### src/rtl/csa_mp_seq.sv
// Multi-precision adder that time-shares one 16-bit conditional-sum adder across NWORDS slices.
// Optional macro CSA_MP_SUB_EN adds a 'sub' port for A-B (registers ~b and forces carry-in to 1).

module csa16 (
  input  logic [15:0] a,
  input  logic [15:0] b,
  input  logic        cin,
  output logic [15:0] s,
  output logic        cout
);
  // Each level holds sums/carries for both carry-in hypotheses; blocks double in width per level.
  for (genvar l = 0; l < 5; l++) begin : lvl
    localparam int NB = 16 >> l;
    logic [15:0]   s0, s1;
    logic [NB-1:0] c0, c1;
    if (l == 0) begin : g_leaf
      assign s0 = a ^ b;
      assign s1 = ~(a ^ b);
      assign c0 = a & b;
      assign c1 = a | b;
    end else begin : g_merge
      localparam int N = 1 << l;
      localparam int H = N / 2;
      for (genvar j = 0; j < NB; j++) begin : g_blk
        assign s0[j*N +: H]   = lvl[l-1].s0[j*N +: H];
        assign s1[j*N +: H]   = lvl[l-1].s1[j*N +: H];
        assign s0[j*N+H +: H] = lvl[l-1].c0[2*j] ? lvl[l-1].s1[j*N+H +: H] : lvl[l-1].s0[j*N+H +: H];
        assign s1[j*N+H +: H] = lvl[l-1].c1[2*j] ? lvl[l-1].s1[j*N+H +: H] : lvl[l-1].s0[j*N+H +: H];
        assign c0[j] = lvl[l-1].c0[2*j] ? lvl[l-1].c1[2*j+1] : lvl[l-1].c0[2*j+1];
        assign c1[j] = lvl[l-1].c1[2*j] ? lvl[l-1].c1[2*j+1] : lvl[l-1].c0[2*j+1];
      end
    end
  end

  assign s    = cin ? lvl[4].s1    : lvl[4].s0;
  assign cout = cin ? lvl[4].c1[0] : lvl[4].c0[0];
endmodule

module csa_mp_seq #(
  parameter int NWORDS = 4
) (
  input  logic                 clk,
  input  logic                 rst,
  input  logic                 in_valid,
  output logic                 in_ready,
  input  logic [16*NWORDS-1:0] a,
  input  logic [16*NWORDS-1:0] b,
  input  logic                 cin,
  output logic                 out_valid,
  input  logic                 out_ready,
  output logic [16*NWORDS-1:0] s,
  output logic                 cout,
  output logic                 ovf
`ifdef CSA_MP_SUB_EN
  ,
  input  logic                 sub
`endif
);
  localparam int W  = 16 * NWORDS;
  localparam int IW = $clog2(NWORDS);
  localparam logic [IW-1:0] LAST = IW'(NWORDS - 1);
  localparam logic [IW-1:0] ONE  = IW'(1);

  typedef enum logic [1:0] {IDLE, RUN, DONE} state_t;
  state_t state, state_nxt;

  logic [W-1:0]  a_r, b_r;
  logic          carry;
  logic [IW-1:0] idx;
  logic [15:0]   add_s;
  logic          add_c;
  logic [W-1:0]  b_eff;
  logic          cin_eff;

`ifdef CSA_MP_SUB_EN
  assign b_eff   = sub ? ~b : b;
  assign cin_eff = sub ? 1'b1 : cin;
`else
  assign b_eff   = b;
  assign cin_eff = cin;
`endif

  csa16 u_add (
    .a    (a_r[16*idx +: 16]),
    .b    (b_r[16*idx +: 16]),
    .cin  (carry),
    .s    (add_s),
    .cout (add_c)
  );

  assign in_ready  = (state == IDLE);
  assign out_valid = (state == DONE);

  always_ff @(posedge clk or posedge rst) begin
    if (rst) state <= IDLE;
    else     state <= state_nxt;
  end

  always_comb begin
    state_nxt = state;
    case (state)
      IDLE:    if (in_valid)     state_nxt = RUN;
      RUN:     if (idx == LAST)  state_nxt = DONE;
      DONE:    if (out_ready)    state_nxt = IDLE;
      default:                   state_nxt = IDLE;
    endcase
  end

  always_ff @(posedge clk or posedge rst) begin
    if (rst) begin
      a_r   <= '0;
      b_r   <= '0;
      carry <= 1'b0;
      idx   <= '0;
      s     <= '0;
      cout  <= 1'b0;
      ovf   <= 1'b0;
    end else begin
      case (state)
        IDLE: if (in_valid) begin
          a_r   <= a;
          b_r   <= b_eff;
          carry <= cin_eff;
          idx   <= '0;
        end
        RUN: begin
          s[16*idx +: 16] <= add_s;
          carry           <= add_c;
          idx             <= idx + ONE;
          // Top slice: the fresh sum msb is what decides signed overflow.
          if (idx == LAST) begin
            cout <= add_c;
            ovf  <= (a_r[W-1] == b_r[W-1]) && (add_s[15] != a_r[W-1]);
          end
        end
        default: ;
      endcase
    end
  end
endmodule

### config.mk
export PLATFORM = sky130hd
export DESIGN_NAME = csa_mp_seq
export DESIGN_NICKNAME = d
export VERILOG_FILES = /design/src/rtl/csa_mp_seq.sv
export SDC_FILE = /design/constraint.sdc
export NUM_CORES = 1
export LEC_CHECK = 0
export CAP_MARGIN = 20
export CELL_PAD_IN_SITES_DETAIL_PLACEMENT = 1
export CELL_PAD_IN_SITES_GLOBAL_PLACEMENT = 1
export CORE_MARGIN = 5
export CORE_UTILIZATION = 40
export CTS_CLUSTER_DIAMETER = 120
export DETAILED_ROUTE_END_ITERATION = 10
export HOLD_SLACK_MARGIN = 0.1
export PLACE_DENSITY_LB_ADDON = 0.05
export SLEW_MARGIN = 20
export SYNTH_ARGS = -nofsm -noshare
export SYNTH_HDL_FRONTEND = slang
export SYNTH_HIERARCHICAL = 1
export SYNTH_SLANG_ARGS = --single-unit
### constraint.sdc
create_clock -name clk -period 7.36 [get_ports clk]
set_input_delay 1.472 -clock clk [delete_from_list [all_inputs] [get_ports clk]]
set_output_delay 1.472 -clock clk [all_outputs]
set_load 0.01 [all_outputs]
# [After elaboration in Yosys (flattened, before gate mapping)]
# Index checks and enable logic that the tools add are counted.
[op_classes] n_addsub=2 n_eq_ne=8 shifts=4 n_mux=71 n_bitwise=4 n_reduce_logical=7
[ops] operator="$shiftx A64 B7 Y16" count=2
[ops] operator="$bwmux W64" count=1
[ops] operator="$shift A16 B34 Y64 const A" count=1
[ops] operator="$shiftx A16 B34 Y64" count=1
[ops] operator="$mux W1" count=48
[ops] operator="$neg A6 Y34" count=1
[ops] operator="$mux W2" count=12
[ops] operator="$and A16 B16 Y16" count=1
[ops] operator="$mux W16" count=1
[ops] operator="$mux W4" count=4
[ops] operator="$mux W8" count=2
[ops] operator="$not A16 Y16" count=1
[ops] operator="$or A16 B16 Y16" count=1
[ops] operator="$xor A16 B16 Y16" count=1
[ops] operator="$pmux W2 S3" count=1
[ops] operator="$reduce_and A2 Y1" count=3
[ops] operator="$eq A2 B2 Y1 const B" count=2
[ops] operator="$ne A2 B2 Y1 const B" count=2
[ops] operator="$pmux W2 S2" count=1
[ops] operator="$reduce_and A3 Y1" count=1
[ops] operator="$add A2 B1 Y2 const B" count=1
[ops] operator="$eq A2 B1 Y1 const B" count=1
[ops] operator="$logic_not A2 Y1" count=1
[ops] operator="$ne A2 B1 Y1 const B" count=1
[ops] operator="5 further kinds" count=5
[word_totals] register_bits=199 input_bits=133

# [Logic depth before layout (Yosys ltp)]
# Gate-level depths: netlist of run 1.
[logic_depth] depth_word=10 depth_mapped=16

# [Cells and area by module]
# Netlist of run 1, hierarchy kept.
[modules_own_cells] mod="csa_mp_seq" n_inst=1 cells_per_inst=533 area_each_um2=8390.5
[modules_own_cells] mod="csa16" n_inst=1 cells_per_inst=164 area_each_um2=1194.9

# [Worst setup path before layout of run 1]
# No wires, ideal clock.
[synth_timing] path_kind="reg-to-reg" start="register idx[0]" end="register ovf" setup_ns=0.136 t_arrival_ns=3.848 t_required_ns=7.224 slack_ns=3.376 path_stages_with_launch=16 synth_period_minus_slack_ns=3.984 path_cell_list="dfrtp_1 -> buf_6 -> buf_2 -> mux4_2 -> ha_1 -> or2_1 -> and3_4 -> or3_1 -> a211o_1 -> nand2_4 -> mux2i_2 -> mux2i_1 -> xnor2_1 -> and3b_1 -> a21oi_1 -> o21ai_0"
[synth_via] elab_chain_len=10 word_cells_on_any_way=41 classes_between="eq/ne: 2; shift: 2; mux: 31; bitwise: 4; reduce/logical: 2"
[synth_lines] item="start: declaration" line="69" text="logic [IW-1:0] idx;"
[synth_lines] item="start signal: assignment" line="129" text="idx <= idx + ONE;"
[synth_lines] item="$shiftx A64 B7 Y16 (on tied branches)" line="84, 85"
[synth_lines] item="$xor A16 B16 Y16" line="17, 18"
[synth_lines] item="$not A16 Y16" line="18" text="assign s1 = ~(a ^ b);"
[synth_lines] item="$mux W1 (on tied branches)" line="27, 28"
[synth_lines] item="$mux W2 (on tied branches)" line="27, 28"
[synth_lines] item="$mux W4 (on tied branches)" line="27, 28"
[synth_lines] item="$mux W8 (on tied branches)" line="27, 28"
[synth_lines] item="$mux W16 *" line="35" text="assign s = cin ? lvl[4].s1 : lvl[4].s0;"
[synth_lines] item="via add_s[15]" line="70" text="logic [15:0] add_s;"
[synth_lines] item="$ne A1 B1 Y1 *" line="133" text="ovf <= (a_r[W-1] == b_r[W-1]) && (add_s[15] != a_r[W-1]);"
[synth_lines] item="$logic_and A1 B1 Y1 *" line="133"
[synth_lines] item="end signal: assignment" line="133"
[synth_lines] item="end: declaration" line="53" text="output logic ovf"
# The timed path passes the listed nets; every way through them passes the cells marked *.
# A chain may end at the register's enable or synchronous reset.

# [Final worst setup path of run 1]
# Ends and elaborated chain as after synthesis.

==> flow_summary.yaml, run 1 <==
critical_path:
  start_kind: "register"
  worst_setup_path_end_kind: "register"
  arrival_ns: 5.11
  critPathMaxFanout: 24
  cp.required_ns: 7.67
  cp_cell_sequence: "buf_4 > mux4_2 > ha_1 > or2_1 > and3_4 > or3_1 > a211o_1 > nand2_4 > mux2i_2 > mux2i_1 > xnor2_1 > and3b_1 > a21oi_1 > o21ai_0"
  crit_path_max_incr_delay_ns: 0.72
  path_depth: 14
  critical_path.top_delay_family: "simple AND/OR/NAND/NOR gates"
  slowest_stage: "dfrtp_2"
  reg2reg_depth: 14
  crit_buf_inv: 1
  critPathKind: "reg -> reg"
global_route:
  grt_use_total: 0.1933
  grt_pass1_vias: 7112
  grt_max_degree: 137
  grt_pass1_wl_um: 40540
  grt.overflow.total: 0
  antenna_found_initial: 0
final_layout:
  antenna_cells: 0
  final_common_cell: "clkdlybuf4s50_1"
  nets: 1057
  postLayoutCoreUtil: 0.5273
  layout_common_cells: "200 x clkdlybuf4s50_1, 197 x dfrtp_1, 129 x mux2_2"
  area_growth_pct: 29.51
  drive_above_1_share: 0.2356
drt:
  avgRoutedWirePerCell_um: 20.79
  dr.pass1.iters: 4
  vias_per_cell: 5.226
  totalWireLength_um: 25340
  postRouteAntennaNets: 0
  drc_errors: 0
  via_count: 6370
  first_iter_violations: 246
synthesis:
  synth_fp_nets: 867
  synthCells: 697
  synth_top_family_by_area: "multiplexers"
  ys_seq_elements: 199
  synth_compound_area_frac: 0.07492
  synthAdderAreaFrac: 0.04830
  ys_top_cells_by_area: "dfrtp_1 52%, mux2_2 15%, mux4_2 7.5%"
  synth_cell_type_count: 50
  netlist.top_cell.by_area: "dfrtp_1"
  yosysSeqAreaShare: 0.5195
  synth-simple-area-share: 0.05900
  syn-cell-area_um2: 9585
  yosys.area.top_type_share: 0.5195
  synthMuxAreaShare: 0.2397
  synth_xor_area_frac: 0.01462
  synth_warnings: 6
  avgSynthCellArea_um2: 13.75
sta:
  slew_headroom: 0.2938
  tightest_slew_ns: 1.051
  timing.final.crit_share: 0.6530
  fmax_ghz: 0.2081
  setup_viol: 0
  setup_tns_ns: 0
  rsz0062_at_grt: "no"
  hold_viol: 0
  min_period_ns: 4.806
  fin_skew_ns: 0.01209
  drv_slew: 0
clock_network:
  cts_resized: 0
  post_cts_buffers: 0
  ctsHoldBuffers: 0
  clock_latency_ns: 0.44
  htreeDepth: 4
  cts_tree: "built"
  clk_pin_slew_ns: 0.08
  cts_buffers: 17
  clkSinkCount: 199
  clockBufferDepth: 2
  cts_root_buf: "clkbuf_16"
min_path:
  hold_class: "reg -> reg"
  whs_path_depth: 2
floorplan:
  num_io_pins: 201
  core_um2: 23540
  start_util: 0.4072
  num_rows: 56
  die_area_um2: 27160
  die_y_um: 164.8
  fp.dieW_um: 164.8
placement:
  portBuffers: 200
  dpl.hpwl_um: 18730
  gp_congestion: 0.7760
status:
  run_status: "completed"
job:
  drv_cap: 0
power_and_ir_drop:
  ir_drop_mv: 0.2506
  power.leakage_nw: 5.291
  power.total_mw: 6.905
  power.density_nw_per_um2: 556.2
through the flow:
stage	worst slack, ns	cell area, um2	hold WS, ns	std cells
global placement	2.671	11790	0.4658	1186
CTS	2.437	12410	0.4899	1218
detailed placement	2.493	11790	0.4735	1186
floorplan	0.4623	9585	0.4751	697
finish	2.554	12410	0.4888	1219
global route	2.164	12410	0.5070	1219
final timing paths:
path	from	endpoint	slack [ns]
worst max-delay path	idx[0]	ovf	2.55
worst min-delay path	s[48]	s[48]	0.49
worst max register to register	idx[0]	ovf	2.55
worst min register to register	s[48]	s[48]	0.49
max in group asynchronous	rst	a_r[20]	4.28
min in group asynchronous	rst	s[16]	1.62
worst min-delay path: stages, from the launching register on:
cell and delay [ns]:
dfrtp_1 0.34, nand2_1 0.05, o21ai_0 0.06
where the power goes:
part           switching, mW  internal, mW  leakage, nW
clock network          0.470         0.501        0.300
registers              0.328          1.57         2.48
logic                   2.21          1.82         2.51
state kept, by name (all words and copies together), names as in the netlist:
signal  count
a_r        64
b_r        64
s          64
idx         2
state       2
carry       1
cout        1
ovf         1
layout make-up:
class	instances	area, um2
tap	319	399.1
multi-input combinational	422	4190
sequential	199	4982
clock inverter	14	182.7
timing repair buffer	206	2059
clock buffer	18	439.2
inverter	41	161.4
fill	2388	11130
synthesized netlist by cell type, drive strengths merged:
cell,n
o22ai,5
and2,5
o2bb2ai,1
a21o,1
o21ai,25
a31oi,1
nor3,1
a211o,1
buf,25
nor2,16
a21boi,1
o31ai,2
nand2,46
nand2b,4
mux2,129
or2,1
a22oi,1
nand3,1
inv,41
nor4b,1
a21oi,5
nor4,2
nand3b,2
xnor2,10
nor2b,6
nor3b,4
dfrtp,199
clkbuf,10
mux4,32
xor2,6
a22o,49
and4,1
and3b,5
o21bai,1
o211ai,3
o221ai,1
a211oi,1
and3,1
or3,2
mux2i,12
ha,37
logic make-up after synthesis:
family,Yosys count
flops,199
mux,173
compound gates,98
simple gates,98
buf+inv,76
fa+ha+maj,37
xor+xnor,16
layer usage:
layer | global-route usage | share of wire
met5 | 0 | 0
met4 | 0.04726 | 0.0094
met3 | 0.03694 | 0.055
met2 | 0.3090 | 0.48
met1 | 0.2738 | 0.46
No activity file was read; power rests on OpenSTA's default activity.
==> run 2, diff against run 1 <==
==> constraint.sdc (replaced) <==
create_clock -name clk -period 4.56 [get_ports clk]
set_input_delay 0.912 -clock clk [delete_from_list [all_inputs] [get_ports clk]]
set_output_delay 0.912 -clock clk [all_outputs]
set_load 0.01 [all_outputs]
==> run 2 against run 1 <==
  * Cell count grew 0.41%
  * Clock skew is essentially flat
  * Utilization grew 0.19 points
  * Critical endpoint unchanged
  * Largest power group unchanged
  * Highest routed layer is now met5
==> flow_summary.yaml, run 2 (synthesis gave the netlist of run 1 again) <==
critical_path:
  reg2reg_depth: 14
  crit_path_max_incr_delay_ns: 0.56
  worstReg2RegStart: "idx[0]"
  critical_path.top_delay_family: "multiplexers"
  cp_cell_sequence: "buf_4 > mux4_2 > ha_1 > nor2_1 > nor2_1 > o211ai_1 > o22ai_1 > nand2_4 > mux2i_2 > mux2i_1 > xnor2_2 > and3b_1 > a21oi_1 > o21ai_0"
  timing.rr.end: "ovf"
  cp.required_ns: 4.87
  crit_start: "idx[0]"
  critPathKind: "reg -> reg"
  crit_buf_inv: 1
  slowest_stage: "mux4_2"
  endpoint: "ovf"
  start_kind: "register"
  worst_setup_path_end_kind: "register"
  path_depth: 14
  crit_path_frequent_cell: "nor2_1"
  rrSetupSlack_ns: 0.39
  arrival_ns: 4.48
  critPathMaxFanout: 10
final_layout:
  layout_common_cells: "200 x clkdlybuf4s50_1, 197 x dfrtp_1, 129 x mux2_2"
  final-instance-count-excl-fill: 1224
  area_growth_pct: 29.98
  nets: 1062
  final_common_cell: "clkdlybuf4s50_1"
  reg_top3: "a_r x64, b_r x64, s x64"
  nFillCells: 2362
  multiInputGateArea_um2: 4198
  register_area_um2: 4982
  drive_above_1_share: 0.2400
placement:
  portBuffers: 200
  place_inst: 1191
  dpl.hpwl_um: 19090
  gp_congestion: 0.7683
power_and_ir_drop:
  ir_drop_mv: 0.4728
  swShare: 0.4326
  p_int_mw: 6.359
  p_sw_mw: 4.848
  clkPwrFrac: 0.140
  power.density_nw_per_um2: 899.4
  power.leakage_nw: 5.319
  power_frac_seq: 0.272
  combPwrFrac: 0.588
  power.total_mw: 11.21
floorplan:
  num_rows: 56
  fp.dieW_um: 164.8
  core_um2: 23540
  die_y_um: 164.8
  die_area_um2: 27160
  num_io_pins: 201
  start_util: 0.4072
drt:
  wl_met2_um: 11680
  totalWireLength_um: 25160
  route.top_layer_used: "met5"
  dr.pass1.iters: 4
  first_iter_violations: 318
  drc_errors: 0
  vias_per_cell: 5.138
  wl_met3_um: 1213
  drt-met1-wl_um: 11940
  postRouteAntennaNets: 0
  avgRoutedWirePerCell_um: 20.56
  via_count: 6289
sta:
  min_period_ns: 4.166
  slew_headroom: 0.3224
  timing.final.crit_share: 0.9136
  fin_skew_ns: 0.01232
  tightest_slew_ns: 1.009
  setup_viol: 0
  hold_viol: 0
  fmax_ghz: 0.2400
  setup_tns_ns: 0
  drv_slew: 0
  rsz0062_at_grt: "no"
global_route:
  grt_pass1_wl_um: 39960
  grt_use_total: 0.1906
  grt_pass1_vias: 7125
  grt.overflow.total: 0
  grt_max_degree: 87
  antenna_found_initial: 2
clock_network:
  post_cts_buffers: 0
  ctsHoldBuffers: 0
  clockBufferDepth: 2
  cts_root_buf: "clkbuf_16"
  clkSinkCount: 199
  cts_tree: "built"
  htreeDepth: 4
  clock_latency_ns: 0.44
  clk_pin_slew_ns: 0.07
  cts_buffers: 17
min_path:
  hold_class: "reg -> reg"
status:
  run_status: "completed"
job:
  drv_cap: 0
## run 2: changes by cell type in the layout (fill, tap and decap cells not counted)
cell	previous run	this run
bufinv_16	1	2
xnor2_2	0	1
buf_4	5	8
clkinvlp_4	1	2
clkinv_8	4	0
xnor2_1	10	9
inv_6	2	4
inv_8	5	3
buf_12	1	3
diode_2	0	1
clkinv_2	0	1
## run 2: through the flow
stage / setup slack (ns) / utilization / area [um2] / hold WS, ns
detailed placement: 0.3204 / 0.5026 / 11830 / 0.4771
finish: 0.3941 / 0.5292 / 12460 / 0.4863
floorplan: 0.5761 / - / 9589 / 0.4751
global route: 0.02904 / 0.5292 / 12460 / 0.5065
global placement: 0.5445 / 0.5026 / 11830 / 0.4667
CTS: 0.2970 / 0.5280 / 12430 / 0.4949
## run 2: power by group through the flow
stage	Combinational (mW)	Clock, mW	Sequential (mW)
detailed placement	6.60	0	3.10
global placement	6.35	0	3.06
floorplan	4.70	0	2.92
CTS	6.65	1.62	3.07
global route	7.26	1.68	3.16
finish	6.59	1.57	3.05
## run 2: cell type report
cell class / instances / area share
Antenna cell: 1 / 0.0002008
Clock buffer: 18 / 0.03525
Clock inverter: 13 / 0.01275
Inverter: 41 / 0.01265
Multi-Input combinational cell: 422 / 0.3369
Sequential cell: 199 / 0.3999
Tap cell: 319 / 0.03203
Timing Repair Buffer: 211 / 0.1703
## run 2: tightest hold or removal path: stages, from the launching register on
cell	delay, ns
dfrtp_1	0.35
nand2_1	0.05
o21ai_0	0.06
## run 2: worst min-delay path by stage
stage	start	end	depth (start not counted)
after CTS	s[60]	s[60]	2
after floorplan	b_r[45]	b_r[45]	1
after global routing	s[54]	s[54]	2
final	s[54]	s[54]	2
after global placement	s[58]	s[58]	2
after detailed placement	s[60]	s[60]	2
## run 2: what timing repair did
item,in CTS,in global routing
endpoints found under the hold margin,0,0
gates resized for setup,0,1
endpoints found under the setup margin,0,1
## run 2: layer usage
metal,GRT usage,vias to the layer above
met2,0.3025,166
met3,0.03793,21
li1,-,2891
met4,0.04764,2
met5,0,-
met1,0.2705,3209
